--- src/rtl/uart_tx_mmio.sv ---
// rtl/uart_tx_mmio.sv - memory-mapped UART transmitter with byte FIFO, DATA/STATUS registers
module uart_tx_mmio #(
    parameter int unsigned CLKS_PER_BIT = 104,
    parameter logic [15:0] BASE_ADDR    = 16'hFF00,
    parameter int unsigned FIFO_DEPTH   = 4
) (
    input  logic        clock,
    input  logic        reset,
    input  logic        select,
    input  logic        read_enable,
    input  logic        write_enable,
    input  logic [15:0] address,
    input  logic [15:0] write_data,
    output logic [15:0] read_data,
    output logic        tx
);

    localparam int unsigned AW         = $clog2(FIFO_DEPTH);
    localparam logic [AW:0] FULL_COUNT = (AW+1)'(FIFO_DEPTH);
    localparam logic [15:0] BIT_LAST   = 16'(CLKS_PER_BIT - 1);

    typedef enum logic [1:0] {
        S_IDLE,
        S_START,
        S_DATA,
        S_STOP
    } state_t;

    state_t        state_q, state_d;
    logic [15:0]   timer_q, timer_d;
    logic [2:0]    bit_idx_q, bit_idx_d;
    logic [7:0]    shift_q, shift_d;
    logic          tx_q, tx_d;
    logic [AW-1:0] wr_ptr_q, wr_ptr_d;
    logic [AW-1:0] rd_ptr_q, rd_ptr_d;
    logic [AW:0]   count_q, count_d;
    logic          ovf_q, ovf_d;
    logic [15:0]   rdata_q, rdata_d;
    logic [7:0]    mem_q [FIFO_DEPTH];

    logic        hit_data, hit_status;
    logic        fifo_empty, fifo_full;
    logic        push_req, push, pop;
    logic        busy, timer_done;
    logic [15:0] status;
    logic        unused_hi_bits;

    assign unused_hi_bits = ^write_data[15:8];

    assign hit_data   = select && (address == BASE_ADDR);
    assign hit_status = select && (address == BASE_ADDR + 16'd1);
    assign fifo_empty = (count_q == '0);
    assign fifo_full  = (count_q == FULL_COUNT);
    assign pop        = (state_q == S_IDLE) && !fifo_empty;
    assign push_req   = write_enable && hit_data;
    // A pop in the same cycle frees the head slot, so a full FIFO can still accept.
    assign push       = push_req && (!fifo_full || pop);
    assign busy       = (state_q != S_IDLE) || !fifo_empty;
    assign status     = {8'h00, 5'(count_q), ovf_q, fifo_full, busy};
    assign timer_done = (timer_q == BIT_LAST);

    always_comb begin
        wr_ptr_d = wr_ptr_q;
        rd_ptr_d = rd_ptr_q;
        count_d  = count_q;
        ovf_d    = ovf_q;
        rdata_d  = rdata_q;
        if (push) begin
            wr_ptr_d = wr_ptr_q + AW'(1);
        end
        if (pop) begin
            rd_ptr_d = rd_ptr_q + AW'(1);
        end
        case ({push, pop})
            2'b10:   count_d = count_q + (AW+1)'(1);
            2'b01:   count_d = count_q - (AW+1)'(1);
            default: count_d = count_q;
        endcase
        if (read_enable && hit_status) begin
            rdata_d = status;
            ovf_d   = 1'b0;
        end else if (read_enable && hit_data) begin
            rdata_d = 16'h0000;
        end
        if (push_req && !push) begin
            ovf_d = 1'b1;
        end
    end

    always_comb begin
        state_d   = state_q;
        timer_d   = timer_q;
        bit_idx_d = bit_idx_q;
        shift_d   = shift_q;
        case (state_q)
            S_IDLE: begin
                if (!fifo_empty) begin
                    shift_d   = mem_q[rd_ptr_q];
                    timer_d   = 16'd0;
                    bit_idx_d = 3'd0;
                    state_d   = S_START;
                end
            end
            S_START: begin
                if (timer_done) begin
                    timer_d = 16'd0;
                    state_d = S_DATA;
                end else begin
                    timer_d = timer_q + 16'd1;
                end
            end
            S_DATA: begin
                if (timer_done) begin
                    timer_d = 16'd0;
                    shift_d = {1'b0, shift_q[7:1]};
                    if (bit_idx_q == 3'd7) begin
                        state_d = S_STOP;
                    end else begin
                        bit_idx_d = bit_idx_q + 3'd1;
                    end
                end else begin
                    timer_d = timer_q + 16'd1;
                end
            end
            S_STOP: begin
                if (timer_done) begin
                    timer_d = 16'd0;
                    state_d = S_IDLE;
                end else begin
                    timer_d = timer_q + 16'd1;
                end
            end
            default: state_d = S_IDLE;
        endcase
        // Line level follows the state being entered so tx leaves a flop.
        case (state_d)
            S_START: tx_d = 1'b0;
            S_DATA:  tx_d = shift_d[0];
            default: tx_d = 1'b1;
        endcase
    end

    always_ff @(posedge clock) begin
        if (reset) begin
            state_q   <= S_IDLE;
            timer_q   <= 16'd0;
            bit_idx_q <= 3'd0;
            shift_q   <= 8'h00;
            tx_q      <= 1'b1;
            wr_ptr_q  <= '0;
            rd_ptr_q  <= '0;
            count_q   <= '0;
            ovf_q     <= 1'b0;
            rdata_q   <= 16'h0000;
        end else begin
            state_q   <= state_d;
            timer_q   <= timer_d;
            bit_idx_q <= bit_idx_d;
            shift_q   <= shift_d;
            tx_q      <= tx_d;
            wr_ptr_q  <= wr_ptr_d;
            rd_ptr_q  <= rd_ptr_d;
            count_q   <= count_d;
            ovf_q     <= ovf_d;
            rdata_q   <= rdata_d;
        end
    end

    always_ff @(posedge clock) begin
        if (!reset && push) begin
            mem_q[wr_ptr_q] <= write_data[7:0];
        end
    end

    assign read_data = rdata_q;
    assign tx        = tx_q;

endmodule

--- config.mk ---
export PLATFORM = sky130hd
export DESIGN_NAME = uart_tx_mmio
export DESIGN_NICKNAME = d
export VERILOG_FILES = /design/src/rtl/uart_tx_mmio.sv
export SDC_FILE = /design/constraint.sdc
export NUM_CORES = 1
export LEC_CHECK = 0
export CORE_ASPECT_RATIO = 0.9
export CORE_MARGIN = 2
export CORE_UTILIZATION = 55
export CTS_CLUSTER_DIAMETER = 60
export DETAILED_ROUTE_END_ITERATION = 6
export DONT_BUFFER_PORTS = 1
export HOLD_SLACK_MARGIN = 0.02
export PLACE_DENSITY = 0.71
export SLEW_MARGIN = 20
export SYNTH_ARGS = -nofsm -noshare
export SYNTH_HDL_FRONTEND = slang
export SYNTH_SLANG_ARGS = --single-unit
--- constraint.sdc ---
create_clock -name clock -period 4.6 [get_ports clock]
set_input_delay 0.46 -clock clock [delete_from_list [all_inputs] [get_ports clock]]
set_output_delay 0.46 -clock clock [all_outputs]
set_load 0.02 [all_outputs]
==> impl_metrics.ini <==
[placed_design]
dp.final_hpwl_um = 4628
globalplace.congestion = 0.9340
port_buffers = 0

[yosys]
syn_area_per_cell_um2 = 10.77
synthesis.instances = 356
ys_seq_area_share_pct = 49.10
synth_flop_cell = dfxtp_1
synthArstFlopShare_pct = 0
ys_ff_latch = 78
ys_warn_count = 0
syn_area_um2 = 3832
synth_edf_count = 32
synth.distinct_cells = 64

[global_routing]
grt_max_degree = 50
grt_pass1_wl_um = 11590
grt_antenna_before_repair = 0
grt_pass1_vias = 2402
grtUsageTotal_pct = 18.88
overflow = 0

[die]
dieWidth_um = 91.99
core-area_um2 = 6656
start_util_pct = 57.58
fp.dieArea_um2 = 7653
io_pins = 54
rows = 28
die_y_um = 83.19

[critical_path]
rrSetupSlack_ns = 1.98
reg2reg_depth = 10
worstPathRequired_ns = 4.89
crit_slowest_cell = dfxtp_1
r2r_start = state_q[0]$_SDFF_PP0_
cp-start-kind = flop
slowest_delay_ns = 0.52
path_cells = or2_1 > nand3_1 > and3_1 > inv_2 > ha_1 > inv_1 > fa_1 > xor2_1 > or3_1 > a21oi_1
setup.worst_path.class = flop to flop
end_kind = flop
crit_fanout = 10
cp.arrival_ns = 2.92
reg2reg_to = count_q[2]$_SDFFE_PP0P_

[drt]
wl_met1_um = 3274
drtIter0Drc = 189
wl_per_cell_um = 15.63
drc = 0
avgViaCountPerCell = 6.222
vias = 2750
wl_met2_um = 3123
highest-signal-layer = met4
totalWireLength_um = 6908
dr.pass1.iters = 4
antenna_left = 0
wl_met3_um = 449

[worst_hold_path]
hold_depth = 1
worstHoldPathType = input pin to flop
min_to = state_q[1]$_SDFF_PP0_
hold_start = reset

[power]
peakVddDrop_v = 0.0002824
p_switching_uw = 302.2
pwr-share-clk_pct = 40.8
power.internal_uw = 936.5
p_seq_share_pct = 58.1
combinationalPowerShare_pct = 1.1
leakagePower_uw = 0.001250
p_per_area_nw_per_um2 = 312.8
sw_frac_of_total_pct = 24.39
power_uw = 1239

[sta]
fin_setup_tns_ns = 0
skew_ns = 0.01515
maxSlewViolCount = 0
worstMarginPinSlew_ns = 0.9221
hold_violations = 0
min_period_over_period_pct = 57.06
clock.fmax_mhz = 381.0
rsz0062_at_grt = no
period_minus_slack_ns = 2.625
setup_viol_count_final = 0
slew_headroom_pct = 38.30

[outcome]
status = finished clean

[clock_tree]
cts-root-buf = clkbuf_8
cts_setup_buffers = 0
cts_tree = built
cts_buffers = 9
clk_path_buf_depth = 2
htreeDepth = 3
cts.sinks = 78
cts_hold_buf = 0
clk_latency_ns = 0.36
cts_resized = 0
clk_pin_slew_ns = 0.09

[final_layout]
antenna_cells = 0
area.growth.synth_to_final_pct = 3.330
final_layout_size_suffix_gt1_share_pct = 9.943
mostFrequentLayoutCells = 46 x dfxtp_1, 32 x edfxtp_1, 26 x a31oi_1, 22 x nand2_1, 21 x nand3_1
nets = 393
final_common_cell = dfxtp_1

[job]
drv_cap = 0
==> routing by layer <==
metal / vias up / track usage, %
li1: 1327 / -
met1: 1319 / 26.83
met2: 98 / 28.28
met3: 6 / 6.352
met4: 0 / 4.206
met5: - / 0
==> through the flow <==
stage | hold WS, ns | setup slack (ns) | cells | util [%] | area (um2)
2_1_floorplan | 0.4474 | 2.104 | 365 | - | 3866
3_3_place_gp | 0.4613 | 1.998 | 426 | 56.58 | 3766
3_5_place_dp | 0.4708 | 1.982 | 426 | 56.58 | 3766
4_1_cts | 0.1453 | 1.971 | 442 | 59.49 | 3960
5_1_grt | 0.1318 | 1.640 | 442 | 59.49 | 3960
6_report | 0.1602 | 1.975 | 442 | 59.49 | 3960
==> synth_stat cells (all sizes together), types with 8 or more instances <==
cell type	n	area share, %
dfxtp	46	24
edfxtp	32	25
a31oi	26	4.2
nand2	22	2.2
nand3	21	2.7
buf	20	4.8
nor2	20	2.2
a21oi	15	2.0
clkbuf	13	1.5
inv	13	1.3
o211ai	11	2.2
o21ai	10	1.3
and3	9	1.5
ha	8	2.6
mux4	8	5.1
nand4	8	1.5
or4	8	1.7
==> state kept, by name, summed over array words and instances, names as in the netlist, named ones only <==
name / flops
bit_idx_q: 3
count_q: 3
mem_q: 32
ovf_q: 1
rd_ptr_q: 2
read_data: 6
shift_q: 8
state_q: 2
timer_q: 16
tx: 1
wr_ptr_q: 2
==> critical path: cells and delay by family (launching register included) <==
kind,cells,cell delay [ns]
fa+ha+maj,2,0.56
buf+inv,2,0.16
xor+xnor,1,0.15
simple gates,4,1.03
compound gates,1,0.14
flops,1,0.52
==> power groups by stage <==
stage	Clock (uW)	Combinational (uW)	Sequential (uW)
after global placement	0	13.2	735
after floorplan	0	26.8	735
after CTS	520	13.4	719
final	506	13.4	719
after detailed placement	0	13.4	735
after global routing	547	14.7	720
==> cell type report <==
cell class                 count  area [um2]
clock buffer                   9       123.9
clock inverter                 7       70.07
fill                         563        2696
inverter                      13       48.80
multi-input combinational    240        1685
sequential                    78        1882
tap                           90       112.6
timing repair buffer           5       37.54
==> logic make-up (layout without fill, tap and decap cells) <==
kind of cell,Yosys count,after routing,synth area share [%]
buffers and inverters,47,34,7.802
muxes,11,11,5.909
xor gates and xnor gates,5,5,1.143
adders and majority gates,9,9,3.134
AOI/OAI and AO/OA,77,77,13.03
and+or+nand+nor,128,128,19.78
DFF,78,78,49.10
other,1,10,0.09785
==> worst max-delay path by stage <==
stage | start | end | slack, ns | depth (start not counted)
global placement | state_q[0]$_SDFF_PP0_ | count_q[2]$_SDFFE_PP0P_ | 2.00 | 10
detailed placement | state_q[0]$_SDFF_PP0_ | count_q[2]$_SDFFE_PP0P_ | 1.98 | 10
CTS | state_q[0]$_SDFF_PP0_ | count_q[2]$_SDFFE_PP0P_ | 1.97 | 10
floorplan | address[5] | mem_q[0][0]$_DFFE_PP_ | 2.10 | 6
global route | state_q[0]$_SDFF_PP0_ | count_q[2]$_SDFFE_PP0P_ | 1.64 | 10
finish | state_q[0]$_SDFF_PP0_ | count_q[2]$_SDFFE_PP0P_ | 1.98 | 10
No activity file was read; power rests on OpenSTA's default activity.
